`src/rtl/lfsr_burst_ctrl.sv`:
```
// lfsr_burst_ctrl: seeds and steps an external 16-bit LFSR and streams a
// burst of LFSR words over valid/ready. Re-seeds on all-zero lock-up.
// Optional build macro: LFSR_BURST_CTRL_CSUM_EN (XOR checksum of transfers).
module lfsr_burst_ctrl #(
  parameter int unsigned            WIDTH        = 16,
  parameter int unsigned            CNT_W        = 16,
  parameter logic [WIDTH-1:0]       DEFAULT_SEED = WIDTH'(1)
) (
  input  logic             clk,
  input  logic             resetn,
  input  logic             start,
  input  logic [WIDTH-1:0] seed,
  input  logic [CNT_W-1:0] burst_len,
  input  logic             abort,
  output logic             lfsr_load,
  output logic             lfsr_en,
  output logic [WIDTH-1:0] lfsr_seed,
  input  logic [WIDTH-1:0] lfsr_q,
  output logic             out_valid,
  input  logic             out_ready,
  output logic [WIDTH-1:0] out_data,
  output logic             out_last,
  output logic             busy,
  output logic             done,
  output logic [7:0]       lock_cnt,
  output logic [WIDTH-1:0] csum
);

  typedef enum logic [1:0] {
    S_IDLE,
    S_LOAD,
    S_RUN,
    S_DONE
  } state_t;

  state_t           state, state_nxt;
  logic [CNT_W-1:0] rem;
  logic             xfer;
  logic             burst_req;  // IDLE -> LOAD this cycle
  logic             lock_up;    // all-zero LFSR seen in RUN (abort masks it)

  assign xfer      = out_valid & out_ready;
  assign lfsr_en   = xfer;
  assign out_data  = lfsr_q;
  assign busy      = (state != S_IDLE);
  assign done      = (state == S_DONE);
  assign lfsr_load = (state == S_LOAD);

  // Next-state and handshake outputs; abort overrides every other transition.
  always_comb begin
    state_nxt = state;
    out_valid = 1'b0;
    out_last  = 1'b0;
    burst_req = 1'b0;
    lock_up   = 1'b0;
    unique case (state)
      S_IDLE: begin
        if (start) begin
          if (burst_len != '0) begin
            burst_req = 1'b1;
            state_nxt = S_LOAD;
          end else begin
            state_nxt = S_DONE;
          end
        end
      end
      S_LOAD: state_nxt = S_RUN;
      S_RUN: begin
        if (lfsr_q == '0) begin
          lock_up   = 1'b1;
          state_nxt = S_LOAD;
        end else begin
          out_valid = 1'b1;
          out_last  = (rem == CNT_W'(1));
          if (out_ready && rem == CNT_W'(1))
            state_nxt = S_DONE;
        end
      end
      S_DONE: state_nxt = S_IDLE;
      default: state_nxt = S_IDLE;
    endcase
    if (abort && state != S_IDLE) begin
      state_nxt = S_IDLE;
      lock_up   = 1'b0;
    end
  end

  // State register.
  always_ff @(posedge clk or negedge resetn) begin
    if (!resetn) state <= S_IDLE;
    else         state <= state_nxt;
  end

  // Remaining-word counter and latched seed, both captured on burst start.
  always_ff @(posedge clk or negedge resetn) begin
    if (!resetn) begin
      rem       <= '0;
      lfsr_seed <= DEFAULT_SEED;
    end else if (burst_req) begin
      rem       <= burst_len;
      lfsr_seed <= (seed == '0) ? DEFAULT_SEED : seed;
    end else if (xfer) begin
      rem       <= rem - CNT_W'(1);
    end
  end

  // Saturating lock-up reseed counter.
  always_ff @(posedge clk or negedge resetn) begin
    if (!resetn)                        lock_cnt <= '0;
    else if (lock_up && lock_cnt != '1) lock_cnt <= lock_cnt + 8'd1;
  end

`ifdef LFSR_BURST_CTRL_CSUM_EN
  logic [WIDTH-1:0] csum_q;

  // XOR checksum of transferred words, restarted with each new burst.
  always_ff @(posedge clk or negedge resetn) begin
    if (!resetn)        csum_q <= '0;
    else if (burst_req) csum_q <= '0;
    else if (xfer)      csum_q <= csum_q ^ lfsr_q;
  end

  assign csum = csum_q;
`else
  assign csum = '0;
`endif

endmodule

```
`config.mk`:
```
export PLATFORM = sky130hd
export DESIGN_NAME = lfsr_burst_ctrl
export DESIGN_NICKNAME = d
export VERILOG_FILES = /design/src/rtl/lfsr_burst_ctrl.sv
export SDC_FILE = /design/constraint.sdc
export NUM_CORES = 1
export LEC_CHECK = 0
export ABC_AREA = 0
export BUFFER_PORTS_ARGS = -buffer_cell sky130_fd_sc_hd__buf_2
export CAP_MARGIN = 15
export CORE_ASPECT_RATIO = 1.4
export CORE_MARGIN = 2
export CORE_UTILIZATION = 25
export CTS_CLUSTER_DIAMETER = 60
export CTS_CLUSTER_SIZE = 40
export DETAILED_ROUTE_END_ITERATION = 10
export GPL_ROUTABILITY_DRIVEN = 0
export PLACE_DENSITY = 0.55
export SYNTH_ARGS = -nofsm -noshare
export SYNTH_HDL_FRONTEND = slang
export SYNTH_SLANG_ARGS = --single-unit
```
`constraint.sdc`:
```
create_clock -name clk -period 4 [get_ports clk]
set_clock_uncertainty 0.05 [all_clocks]
set_input_delay 0.2 -clock clk [delete_from_list [all_inputs] [get_ports clk]]
set_output_delay 0.2 -clock clk [all_outputs]
set_load 0.02 [all_outputs]
```
* Word-level counts from Yosys, hierarchy flattened *
Index checks and enable logic that the tools add are counted.

storage, ports and cells
  memories kept = 0
  memory bits (writable) = 0
  bits of input ports = 53
  flip-flop bits (word level) = 42
  word-level logic and storage cells = 43
  memory bits (read-only) = 0
  bits in latches = 0

operators by class
  bitwise gates (word level) = 1
  order comparisons = 0
  equality and inequality tests = 7
  reductions and logical operators = 10
  div/mod/pow operators = 0
  shift operators = 0
  $add $sub $neg = 2
  multiplexer cells = 19
  multiply operators = 0

operators by type and width
  kind                                                   count
  two-way mux 16 bit                                     3
  logical NOT 16 bit                                     2
  equality test 16 x 1 -> 1 bit (second input constant)  1
  nonzero test 16 bit                                    1
  subtractor 16 x 1 -> 16 bit (second input constant)    1
  two-way mux 1 bit                                      10
  two-way mux 2 bit                                      5
  adder 8 x 1 -> 8 bit (second input constant)           1
  != test 8 bit (second input constant)                  1
  case mux 2 bit (4 select lines)                        1
  equality test 2 bit (second input constant)            2
  != test 4 bit (second input constant)                  1
  nonzero test 2 bit                                     2
  logical AND 1 bit                                      3
  != test 3 bit (second input constant)                  1
  equality test 2 x 1 -> 1 bit (second input constant)   1
  logical NOT 2 bit                                      1
  AND reduction 2 bit                                    1
  AND 1 bit                                              1

* Longest topological paths before layout *
  depth after elaboration = 6
  depth in mapped cells = 7
  depth with buffers taken out = 6

* Least setup slack after synthesis *
No wires, ideal clock.

  kind = register -> register
  from = reg state[0]
  to = reg rem[13]
  arrival time = 1.678 ns
  clock period less this slack = 1.878 ns
  path slack = 2.122 ns
  stages on the path, launching flop included = 7
  data required time = 3.800 ns
  cells stage by stage = dfrtp_1 > nand2b_1 > a41oi_2 > nand2_2 > buf_6 > o311ai_1 > o311ai_0

between the ends
  cells in the longest elaborated chain, start to end = 4
  elaborated cells on any way between the ends = 7
  those cells by class = eq/ne (1); mux (3); bitwise (1); reduce/logical (2)

RTL lines
  item                          line  text
  start, declared               36    state_t state, state_nxt;
  start signal, assigned        91    else state <= state_nxt;
  equality test 2 bit           56    unique case (state)
  two-way mux 1 bit             56
  named net out_valid           19    output logic out_valid,
  AND 1 bit                     42    assign xfer = out_valid & out_ready;
  nonzero test 2 bit (no line)  -
  end signal, assigned          100   rem <= burst_len;
  end signal, assigned          103   rem <= rem - CNT_W'(1);
  end, declared                 37    logic [CNT_W-1:0] rem;

The timed path passes the listed nets, and every way through them passes these cells.
A chain may end at the register's enable or synchronous reset.

* Worst setup path after layout *
  from = reg state[0]
  to = out lfsr_en

between the ends
  cells in the longest elaborated chain, start to end = 3

RTL lines
  item                 line  text
  equality test 2 bit  56
  two-way mux 1 bit    56
  AND 1 bit            42
  end, declared        16    output logic lfsr_en,

Every way passes these cells.

==> flow_summary.yaml <==
status:
  outcome: "finished clean"
placed_design:
  place_ws_ps: 1757
  placed_area_sq_um: 2894
  place_inst: 476
  post-dp-hpwl_mm: 4.988
  io_buffer_count: 98
routing:
  drtIter0Drc: 108
  drt-pass1-iter-count: 4
  drtAntennaViolNets: 0
  drt_wl_total_mm: 6.457
  wire_per_inst_microns: 13.31
  drc: 0
  via_per_inst: 4.542
  vias: 2203
timing:
  tightest_slew_ps: 977.4
  fmax_ghz: 0.4401
  setup_viol: 0
  rsz0062_at_grt: "false"
  hold_viol: 0
  drv_slew: 0
  max-slew-margin-rel_pct: 34.84
  period_needed_ps: 2272
  worst_slack_ps: 1728
  tns_ps: 0
  period_share_pct: 56.81
  hold_slack_ps: 25.68
grt:
  top_usage_layer: "met2"
  grt_pass1_vias: 2116
  use_met1_pct: 14.93
  grt_use_met2_pct: 22.02
  grt_max_degree: 43
  grtUsageMet3_pct: 2.304
  grt_pass1_wl_mm: 10.46
  overflow: 0
  grt_usage_pct: 12.35
  antenna_found_initial: 0
synth:
  synth_area_sq_um: 2474
  async_reset_ff_share_pct: 100.0
  synth_cells: 269
  synth_cell_types: 52
  synth-edff-count: 0
  yosys_warnings: 0
  synth_ff_type: "dfrtp_1"
  syn_avg_cell_area_sq_um: 9.196
  synth_seq_area_share_pct: 42.54
  yosys_register_bits: 42
clock_tree:
  cts_resized: 0
  htree_levels: 2
  cts_tree: "yes"
  root_buffer: "clkbuf_16"
  path_clk_slew_ps: 60
  clk_latency_ps: 280
  post-cts-setup-buffers: 0
  clockBufferDepth: 2
  cts_sinks: 42
  numCtsBuffers: 5
  hold_buffers: 0
finish:
  finalNonFillerCells: 485
  drive_gt1_share_pct: 35.71
  layout.nets: 405
  final_cell_mix: "98 x buf_2, 60 x nand2_1, 41 x dfrtp_1"
  fin_util_pct: 31.54
  design_area_sq_um: 3088
  nFillCells: 1079
  diodes: 0
  synthToLayoutAreaGrowth_pct: 24.84
  final_common_cell: "buf_2"
die:
  io_pins: 115
  dieWidth_microns: 88.07
  dieArea_sq_um: 10720
  die_h_microns: 121.7
  start_util_pct: 25.26
  coreArea_sq_um: 9792
  row_count: 43
critical_path:
  path_max_fanout: 23
  worstPathArrival_ps: 2020
  path_class: "register to output pin"
  end_kind: "output pin"
  r2r.worst_path.cells: 5
  critPathLaunchType: "register"
  required_ps: 3750
power:
  powerDensity_nw_per_um2: 624.5
  leakage_nw: 1.540
  fin_total_pwr_mw: 1.928
  ir_worst_vdd_uv: 182.4
flow_run:
  max-cap-violations: 0
worst_hold_path:
  min_path_type: "primary input to async pin"
==> flip-flops by register name, summed over array words and instances, names as in the netlist <==
| register | flops |
|---|---|
| lfsr_seed | 16 |
| rem | 16 |
| state | 2 |
| lock_cnt | 8 |
==> cell usage after synthesis (4+ instances only) <==
cell,instances,area share (%)
nand2_1,60,9.1
dfrtp_1,41,41
buf_4,33,10
nor2_1,14,2.1
nor4_1,8,2.0
a221o_1,7,2.8
and3_1,7,1.8
inv_1,6,0.91
nor3_1,6,1.2
o21ai_0,6,1.2
and4_1,5,1.8
nand4_1,5,1.3
o21ai_1,5,1.0
buf_2,4,0.81
nor4_2,4,2.0
o211ai_1,4,1.2
xnor2_1,4,1.4
==> kinds of logic after synthesis <==
group                    synth area share [%]
other                                  0.1516
AND/OR/NAND/NOR                         27.47
flip-flops                              42.54
adder cells (fa/ha/maj)                 1.518
AO/OA/AOI/OAI                           12.24
buffers and inverters                   13.10
XOR/XNOR                                2.124
multiplexers                           0.8599
==> worst paths after layout <==
| check | startpoint | end | slack, ps |
|---|---|---|---|
| worst max-delay path | state[0] | lfsr_en | 1730 |
| max in group asynchronous | resetn | rem[4] | 3270 |
| worst min-delay path | resetn | lock_cnt[7] | 30 |
| worst min register to register | lfsr_seed[6] | lfsr_seed[6] | 420 |
| worst max register to register | state[0] | rem[10] | 1860 |
| min in group clk | seed[6] | lfsr_seed[6] | 70 |
==> where the power goes <==
group / total (mW) / switching (mW) / internal [mW]
clock: 0.463 / 0.169 / 0.295
combinational: 0.745 / 0.463 / 0.282
sequential: 0.720 / 0.130 / 0.590
==> worst max-delay path: stages, from the launching register on <==
cell      delay (ps)
dfrtp_1          410
nand2b_1         220
a41oi_2          370
nand2_2          330
inv_2            210
buf_2            190
==> per-layer routing <==
metal	vias to the layer above	share of wire [%]
li1	1066	-
met1	1056	41
met2	74	52
met3	7	5.9
met4	0	1.6
met5	-	0
==> area by class of cell <==
type | instances | area [sq um] | area share [%]
Multi-Input combinational cell | 194 | 1156 | 37.44
Clock inverter | 2 | 37.54 | 1.216
Sequential cell | 42 | 1052 | 34.08
Timing Repair Buffer | 99 | 518.0 | 16.77
Inverter | 7 | 26.28 | 0.8509
Tap cell | 135 | 168.9 | 5.470
Clock buffer | 6 | 128.9 | 4.173
(Power assumes the default switching activity.)
